$ cat src/rtl/full_adder_bit.sv
// One-bit full adder used as the arithmetic core of the serial summator.
// Ports: a, b, cin -> s (sum bit), cout (majority carry).
module full_adder_bit (
    input  logic a,
    input  logic b,
    input  logic cin,
    output logic s,
    output logic cout
);

    assign s    = a ^ b ^ cin;
    assign cout = (a & b) | (a & cin) | (b & cin);

endmodule

$ cat src/rtl/summator.sv
// Bit-serial adder with optional framing into a parallel result.
// Ports: clk, rst (sync, active-high), r1/r2 serial operands LSB first,
//        start frame pulse, sum serial out, result/busy/done frame status.
module summator #(
    parameter int reglength = 3
) (
    input  logic               clk,
    input  logic               rst,
    input  logic               r1,
    input  logic               r2,
    input  logic               start,
    output logic               sum,
    output logic [reglength:0] result,
    output logic               busy,
    output logic               done
);

    localparam int CW = (reglength > 0) ? $clog2(reglength + 1) : 1;
    localparam logic [CW-1:0] LAST = CW'(reglength);

    logic               sum_q;
    logic               carry_q;
    logic [reglength:0] shift_q, shift_d;
    logic [CW-1:0]      cnt_q, cnt_d;
    logic [reglength:0] result_q, result_d;
    logic               busy_q, busy_d;
    logic               done_q, done_d;

    logic          c, s, cout;
    logic [CW-1:0] idx;
    logic          active;

    // A frame's first bit never inherits the previous carry.
    assign c = start ? 1'b0 : carry_q;

    full_adder_bit u_fa (
        .a    (r1),
        .b    (r2),
        .cin  (c),
        .s    (s),
        .cout (cout)
    );

    // Index of the bit sampled this cycle; start forces a fresh frame.
    assign idx    = start ? '0 : cnt_q;
    assign active = start | busy_q;

    // MSB-in, shift right: after reglength+1 bits, bit i holds sum bit i.
    assign shift_d = {s, shift_q[reglength:1]};

    always_comb begin
        cnt_d    = cnt_q;
        busy_d   = busy_q;
        done_d   = 1'b0;
        result_d = result_q;
        if (active) begin
            if (idx == LAST) begin
                result_d = shift_d;
                done_d   = 1'b1;
                busy_d   = 1'b0;
                cnt_d    = '0;
            end else begin
                cnt_d  = idx + CW'(1);
                busy_d = 1'b1;
            end
        end
    end

    always_ff @(posedge clk) begin
        if (rst) begin
            sum_q    <= 1'b0;
            carry_q  <= 1'b0;
            shift_q  <= '0;
            cnt_q    <= '0;
            result_q <= '0;
            busy_q   <= 1'b0;
            done_q   <= 1'b0;
        end else begin
            sum_q    <= s;
            carry_q  <= cout;
            shift_q  <= shift_d;
            cnt_q    <= cnt_d;
            result_q <= result_d;
            busy_q   <= busy_d;
            done_q   <= done_d;
        end
    end

    assign sum    = sum_q;
    assign result = result_q;
    assign busy   = busy_q;
    assign done   = done_q;

endmodule

$ cat config.mk
export PLATFORM = sky130hd
export DESIGN_NAME = summator
export DESIGN_NICKNAME = d
export VERILOG_FILES = /design/src/rtl/full_adder_bit.sv /design/src/rtl/summator.sv
export SDC_FILE = /design/constraint.sdc
export NUM_CORES = 1
export LEC_CHECK = 0
export CAP_MARGIN = 15
export CORE_AREA = 2 2 39 41
export DETAILED_ROUTE_END_ITERATION = 8
export DIE_AREA = 0 0 41 43
export DONT_BUFFER_PORTS = 1
export GPL_ROUTABILITY_DRIVEN = 0
export PLACE_DENSITY = 0.62
export SETUP_SLACK_MARGIN = 0.3
export SLEW_MARGIN = 15
export SYNTH_ARGS = -nofsm -noshare
export SYNTH_HDL_FRONTEND = slang
export SYNTH_HIERARCHICAL = 1
export SYNTH_SLANG_ARGS = --single-unit
export TNS_END_PERCENT = 30
$ cat constraint.sdc
create_clock -name clk -period 1.57 [get_ports clk]
set_clock_uncertainty 0.15 [all_clocks]
set_input_delay 0.2355 -clock clk [delete_from_list [all_inputs] [get_ports clk]]
set_output_delay 0.2355 -clock clk [all_outputs]
set_load 0.02 [all_outputs]
==> flow_summary.ini, run 1 <==
[drt]
drt_iter0_drc = 3
wirelength_um = 726
drcViolationCount = 0
vias = 295
routedWlPerCell_um = 11.3
first_pass_iters = 2
vias_per_cell = 4.61
ant_nets = 0

[die]
ios = 12
design.die.area_um2 = 1760
std_cell_rows = 14
dieWidth_um = 41
chipHeight_um = 43
core_um2 = 1380
start_util_pct = 35.5

[grt]
grt_pass1_wl_um = 1190
gr-usage-all-layers_pct = 10.6
grt_antenna_before_repair = 0
gr-total-overflow = 0
grt_max_degree = 14
grt_pass1_vias = 307

[setup_path]
worstPathMaxFanout = 2
required_ns = 1.59
worstSetupStartpointType = flop
path_class = reg2reg
endpoint_kind = flop
cp_data_arrival_time_ns = 1.54

[logic_synthesis]
synth_cell_types = 18
synth_ff_type = dfxtp_1
syn_inst = 42
yosys.area.top_type = dfxtp_1
synth.area.top_cells = dfxtp_1, mux2_4, nor2b_1
yosysSeqAreaShare_pct = 48.9
synth_edf_count = 0
yosys_warnings = 6
ys_ff_latch = 12
netlist_top_cells_count = dfxtp_1, nor2b_1, and2b_1, mux2_4
synthesis.area_um2 = 492
async_flop_share_pct = 0
syn_nets = 50
synth_most_common_cell = dfxtp_1
synth_top_area_share_pct = 48.9
synth.avg_cell_area_um2 = 11.7

[pwr]
clockPowerShare_pct = 40.1
powerDensity_nw_per_um2 = 1050
vdd_drop_max_v = 0.000542
netSwitchingFraction_pct = 21.1
p_comb_share_pct = 6.3
seqPwrFrac_pct = 53.5
power_leakage_uw = 0.000244
switching_power_uw = 128
internal_power_uw = 481

[timing]
worst_slack_ns = 0.0576
fin_crit_ns = 1.51
setup_tns_ns = 0
fin_crit_sh_pct = 96.3
max_freq_ghz = 0.661
slew_headroom_pct = 84.7
finalHoldViolCount = 8
drv_slew = 0
whs_ns = -0.126
final-setup-viol-count = 0
grt_setup_unrepaired = yes
tightest_slew_ns = 0.229

[clock_tree]
cts_buffers = 3
cts_setup_buffers = 0
clockRootBuffer = clkbuf_4
cts_htree_levels = 1
cts_hold_buffers = 2
cts.sink_count = 12
cts_tree = built
clockBufferDepth = 2
clkTransAtPathRegs_ns = 0.08
insertion_delay_ns = 0.28

[place]
dp_hpwl_um = 513
io_buffers = 0
pre_cts_ws_ns = 0.0356
dpl_cell_area_um2 = 514

[finish]
n_fill_cell = 131
areaGrowthSynthToFinish_pct = 17.6
num_antenna_cells = 0
drive_gt1_share_pct = 20.8
finalNetCount = 57
fin_area_um2 = 578
final_util_pct = 41.8

[outcome]
violations = negative hold slack
run_status = complete, but fails checks

[run]
cap_violations = 0

[min_path]
hold_path_class = in2reg
## layout by cell type, fill, tap and decap left out, drive strengths merged, types with 2 or more instances in the layout
cell | Yosys | routed
a21oi | 2 | 2
and2b | 3 | 3
clkbuf | 0 | 4
dfxtp | 12 | 12
dlygate4sd3 | 0 | 2
ha | 2 | 2
mux2 | 3 | 3
nand2b | 2 | 2
nor2b | 7 | 7
## power by group through the flow
stage	clock [uW]	sequential [uW]	combinational (uW)
after floorplan	0	335	26.2
after global placement	0	333	32.5
after detailed placement	0	334	33.4
after CTS	253	326	39.3
after global routing	269	328	42.6
final	245	326	38.7
## worst paths after layout
kind | end | depth (start not counted) | slack [ns] | from
hold reg to reg | cnt_q[1]$_SDFFE_PP0N_ | 2 | 0.40 | cnt_q[1]$_SDFFE_PP0N_
setup / recovery | result[3]$_SDFFE_PP0P_ | 4 | 0.06 | carry_q$_SDFF_PP0_
hold / removal | done$_SDFF_PP0_ | 1 | -0.13 | rst
setup reg to reg | result[3]$_SDFFE_PP0P_ | 4 | 0.06 | carry_q$_SDFF_PP0_
## final cells by class
type	count	area [um2]	area share, %
multi-input cells	28	250	43.3
inverters	1	3.75	0.649
repair buffers	3	27.5	4.76
clock buffers	4	36.3	6.28
flip-flops and latches	12	240	41.6
well taps	16	20.0	3.46
## metal layers
layer	part of all wire (%)	vias to the layer above	wire [um]	GRT usage (%)
met3	8.8	2	64	7.85
met4	1.4	0	10	6.00
met2	45	11	329	15.3
met5	0	-	0	0
met1	44	132	322	10.5
li1	-	150	-	-
## logic make-up (layout without fill, tap and decap cells)
kind of cell	count (synthesis)	in the layout	share of synthesized area, %
flip-flops	12	12	48.9
XOR/XNOR	1	1	1.78
adder cells (fa/ha/maj)	3	3	9.16
buffers and inverters	2	8	1.78
AND/OR/NAND/NOR	16	16	21.1
AO/OA/AOI/OAI	4	4	6.11
multiplexers	4	4	11.2
## per-stage QoR
stage | power, uW | cells
6_report | 609 | 64
5_1_grt | 639 | 64
4_1_cts | 618 | 64
3_5_place_dp | 367 | 58
3_3_place_gp | 366 | 58
2_1_floorplan | 362 | 42
## repair_timing
| action | 4_1_cts | 5_1_grt |
|---|---|---|
| endpoints found under the setup margin | 4 | 7 |
| gates resized for setup | 2 | 0 |
| hold endpoints to repair | 9 | 8 |
## sequential cells by signal, indices dropped and copies added, names as in the netlist
name,cells
shift_q,2
busy,1
result,4
sum,1
carry_q,1
done,1
cnt_q,2
## critical path: stages (launching register included)
cell and delay (ns):
dfxtp_1 0.30, and2b_1 0.15, fa_1 0.44, nor2b_4 0.14, mux2_4 0.24
No activity file was read; power rests on OpenSTA's default activity.
==> run 2: changes to the inputs <==
--- a/config.mk
+++ b/config.mk
@@ -7,13 +7,14 @@
 export LEC_CHECK = 0
 export CAP_MARGIN = 15
 export CORE_AREA = 2 2 39 41
+export CTS_BUF_LIST = sky130_fd_sc_hd__clkbuf_16
 export DETAILED_ROUTE_END_ITERATION = 8
 export DIE_AREA = 0 0 41 43
 export DONT_BUFFER_PORTS = 1
 export GPL_ROUTABILITY_DRIVEN = 0
 export PLACE_DENSITY = 0.62
 export SETUP_SLACK_MARGIN = 0.3
-export SLEW_MARGIN = 15
+export SLEW_MARGIN = 5
 export SYNTH_ARGS = -nofsm -noshare
 export SYNTH_HDL_FRONTEND = slang
 export SYNTH_HIERARCHICAL = 1
==> run 2 against run 1 <==
  * The run still ends with negative hold slack left
  * Global-route usage shrank 0.61 points
  * Critical path type unchanged
  * Flip-flop and latch count is the same
  * Fmax is essentially flat
  * Final area grew 5.6%
  * Die area is the same
==> flow_summary.ini, run 2 (synthesis results as in run 1) <==
[outcome]
run_status = complete, but fails checks
violations = negative hold slack

[finish]
final_common_cell = dfxtp_1
num_antenna_cells = 0
areaGrowthSynthToFinish_pct = 24.2
finalNetCount = 56
mostFrequentLayoutCells = dfxtp_1, nor2b_1, and2b_1, mux2_4, clkbuf_16
drive_gt1_share_pct = 19.1
largest_register_ffs = 4
layoutNonFillerInstCount = 63

[pwr]
internal_power_uw = 676
clockPowerShare_pct = 55.8
power_leakage_uw = 0.000260
netSwitchingFraction_pct = 18.3
p_comb_share_pct = 4.6
powerDensity_nw_per_um2 = 1350
seqPwrFrac_pct = 39.6
switching_power_uw = 151
vdd_drop_max_v = 0.000964

[drt]
routedWlPerCell_um = 11.2
first_pass_iters = 3
drcViolationCount = 0
drt_iter0_drc = 3
vias_per_cell = 4.57
met1Wirelength_um = 329
ant_nets = 0
routed.top_layer = met3
vias = 288
wl_met2_um = 318
wl_met3_um = 56
wirelength_um = 704

[setup_path]
slowest_stage = fa_1
path_cells = and2b_1 > fa_1 > nor2b_4 > mux2_4
path_class = reg2reg
required_ns = 1.55
crit_family = adder cells
cpPeakStageDelay_ns = 0.44
crit_buf_inv = 0
cp_data_arrival_time_ns = 1.49
endpoint_kind = flop
worstSetupStartpointType = flop
worstPathMaxFanout = 2

[grt]
gr-total-overflow = 0
grt_antenna_before_repair = 0
grt_pass1_wl_um = 1170
gr-usage-all-layers_pct = 10.0
grt_pass1_vias = 304
grt_max_degree = 14

[run]
cap_violations = 0

[die]
start_util_pct = 35.5
chipHeight_um = 43
dieWidth_um = 41
std_cell_rows = 14
core_um2 = 1380
ios = 12
design.die.area_um2 = 1760

[timing]
fin_crit_ns = 1.51
finalHoldViolCount = 7
final-setup-viol-count = 0
setup_tns_ns = 0
drv_slew = 0
fin_crit_sh_pct = 96.4
slew_headroom_pct = 84.8
max_freq_ghz = 0.661
grt_setup_unrepaired = yes
whs_ns = -0.0828
worst_slack_ns = 0.0564
tightest_slew_ns = 0.228

[clock_tree]
clockBufferDepth = 2
cts_buffers = 3
clockRootBuffer = clkbuf_16
clkTransAtPathRegs_ns = 0.04
cts.sink_count = 12
cts_hold_buffers = 1
cts_tree = built
cts_htree_levels = 1
insertion_delay_ns = 0.24

[min_path]
hold_path_class = in2reg

[place]
dp_hpwl_um = 513
pre_cts_ws_ns = 0.0356
place_inst = 58
io_buffers = 0
==> run 2: cell types whose count changed in the layout (fill, tap and decap cells not counted), sizes merged <==
| cell | previous run | this run |
|---|---|---|
| clkbuf | 4 | 3 |
| clkinv | 0 | 1 |
| dlygate4sd3 | 2 | 1 |
==> run 2: power groups by stage <==
stage | Clock [uW] | Combinational [uW] | Sequential, uW
after floorplan | 0 | 26.2 | 335
after global placement | 0 | 32.5 | 333
after detailed placement | 0 | 33.4 | 334
after CTS | 472 | 38.5 | 328
after global routing | 487 | 41.8 | 329
final | 461 | 37.7 | 328
==> run 2: worst register-to-register path: stages (launching register included) <==
cell and delay (ns):
dfxtp_1 0.29, and2b_1 0.15, fa_1 0.44, nor2b_4 0.14, mux2_4 0.24
==> run 2: metal layers <==
layer / track usage (%) / vias to the layer above
li1: - / 148
met1: 10.5 / 131
met2: 15.3 / 9
met3: 7.85 / 0
met4: 2.00 / 0
met5: 0 / -
==> run 2: final timing paths <==
| check | from | end | slack, ns | cells after the start |
|---|---|---|---|---|
| worst min register to register | shift_q[1]$_SDFF_PP0_ | result[0]$_SDFFE_PP0P_ | 0.31 | 2 |
| worst max-delay path | carry_q$_SDFF_PP0_ | result[3]$_SDFFE_PP0P_ | 0.06 | 4 |
| worst max register to register | carry_q$_SDFF_PP0_ | result[3]$_SDFFE_PP0P_ | 0.06 | 4 |
| worst min-delay path | rst | sum$_SDFF_PP0_ | -0.08 | 1 |
==> run 2: what timing repair did <==
action / CTS / global route
resized for setup: 2 / 0
setup buffers: 0 / 0
hold endpoints to repair: 8 / 7
endpoints found under the setup margin: 4 / 6
==> run 2: per-stage QoR <==
step / cell area, um2 / total power, uW / hold WS, ns / util, %
final: 611 / 827 / -0.0828 / 44.1
after detailed placement: 514 / 367 / 0.161 / 37.2
after floorplan: 492 / 362 / 0.168 / -
after global placement: 514 / 366 / 0.157 / 37.2
after CTS: 611 / 838 / -0.0891 / 44.1
after global routing: 611 / 858 / -0.0902 / 44.1
==> run 2: final cells by class <==
cell class	count	area, um2
Clock buffer	3	75.1
Tap cell	16	20.0
Multi-Input combinational cell	28	250
Inverter	1	3.75
Fill cell	125	773
Timing Repair Buffer	2	17.5
Clock inverter	1	3.75
Sequential cell	12	240
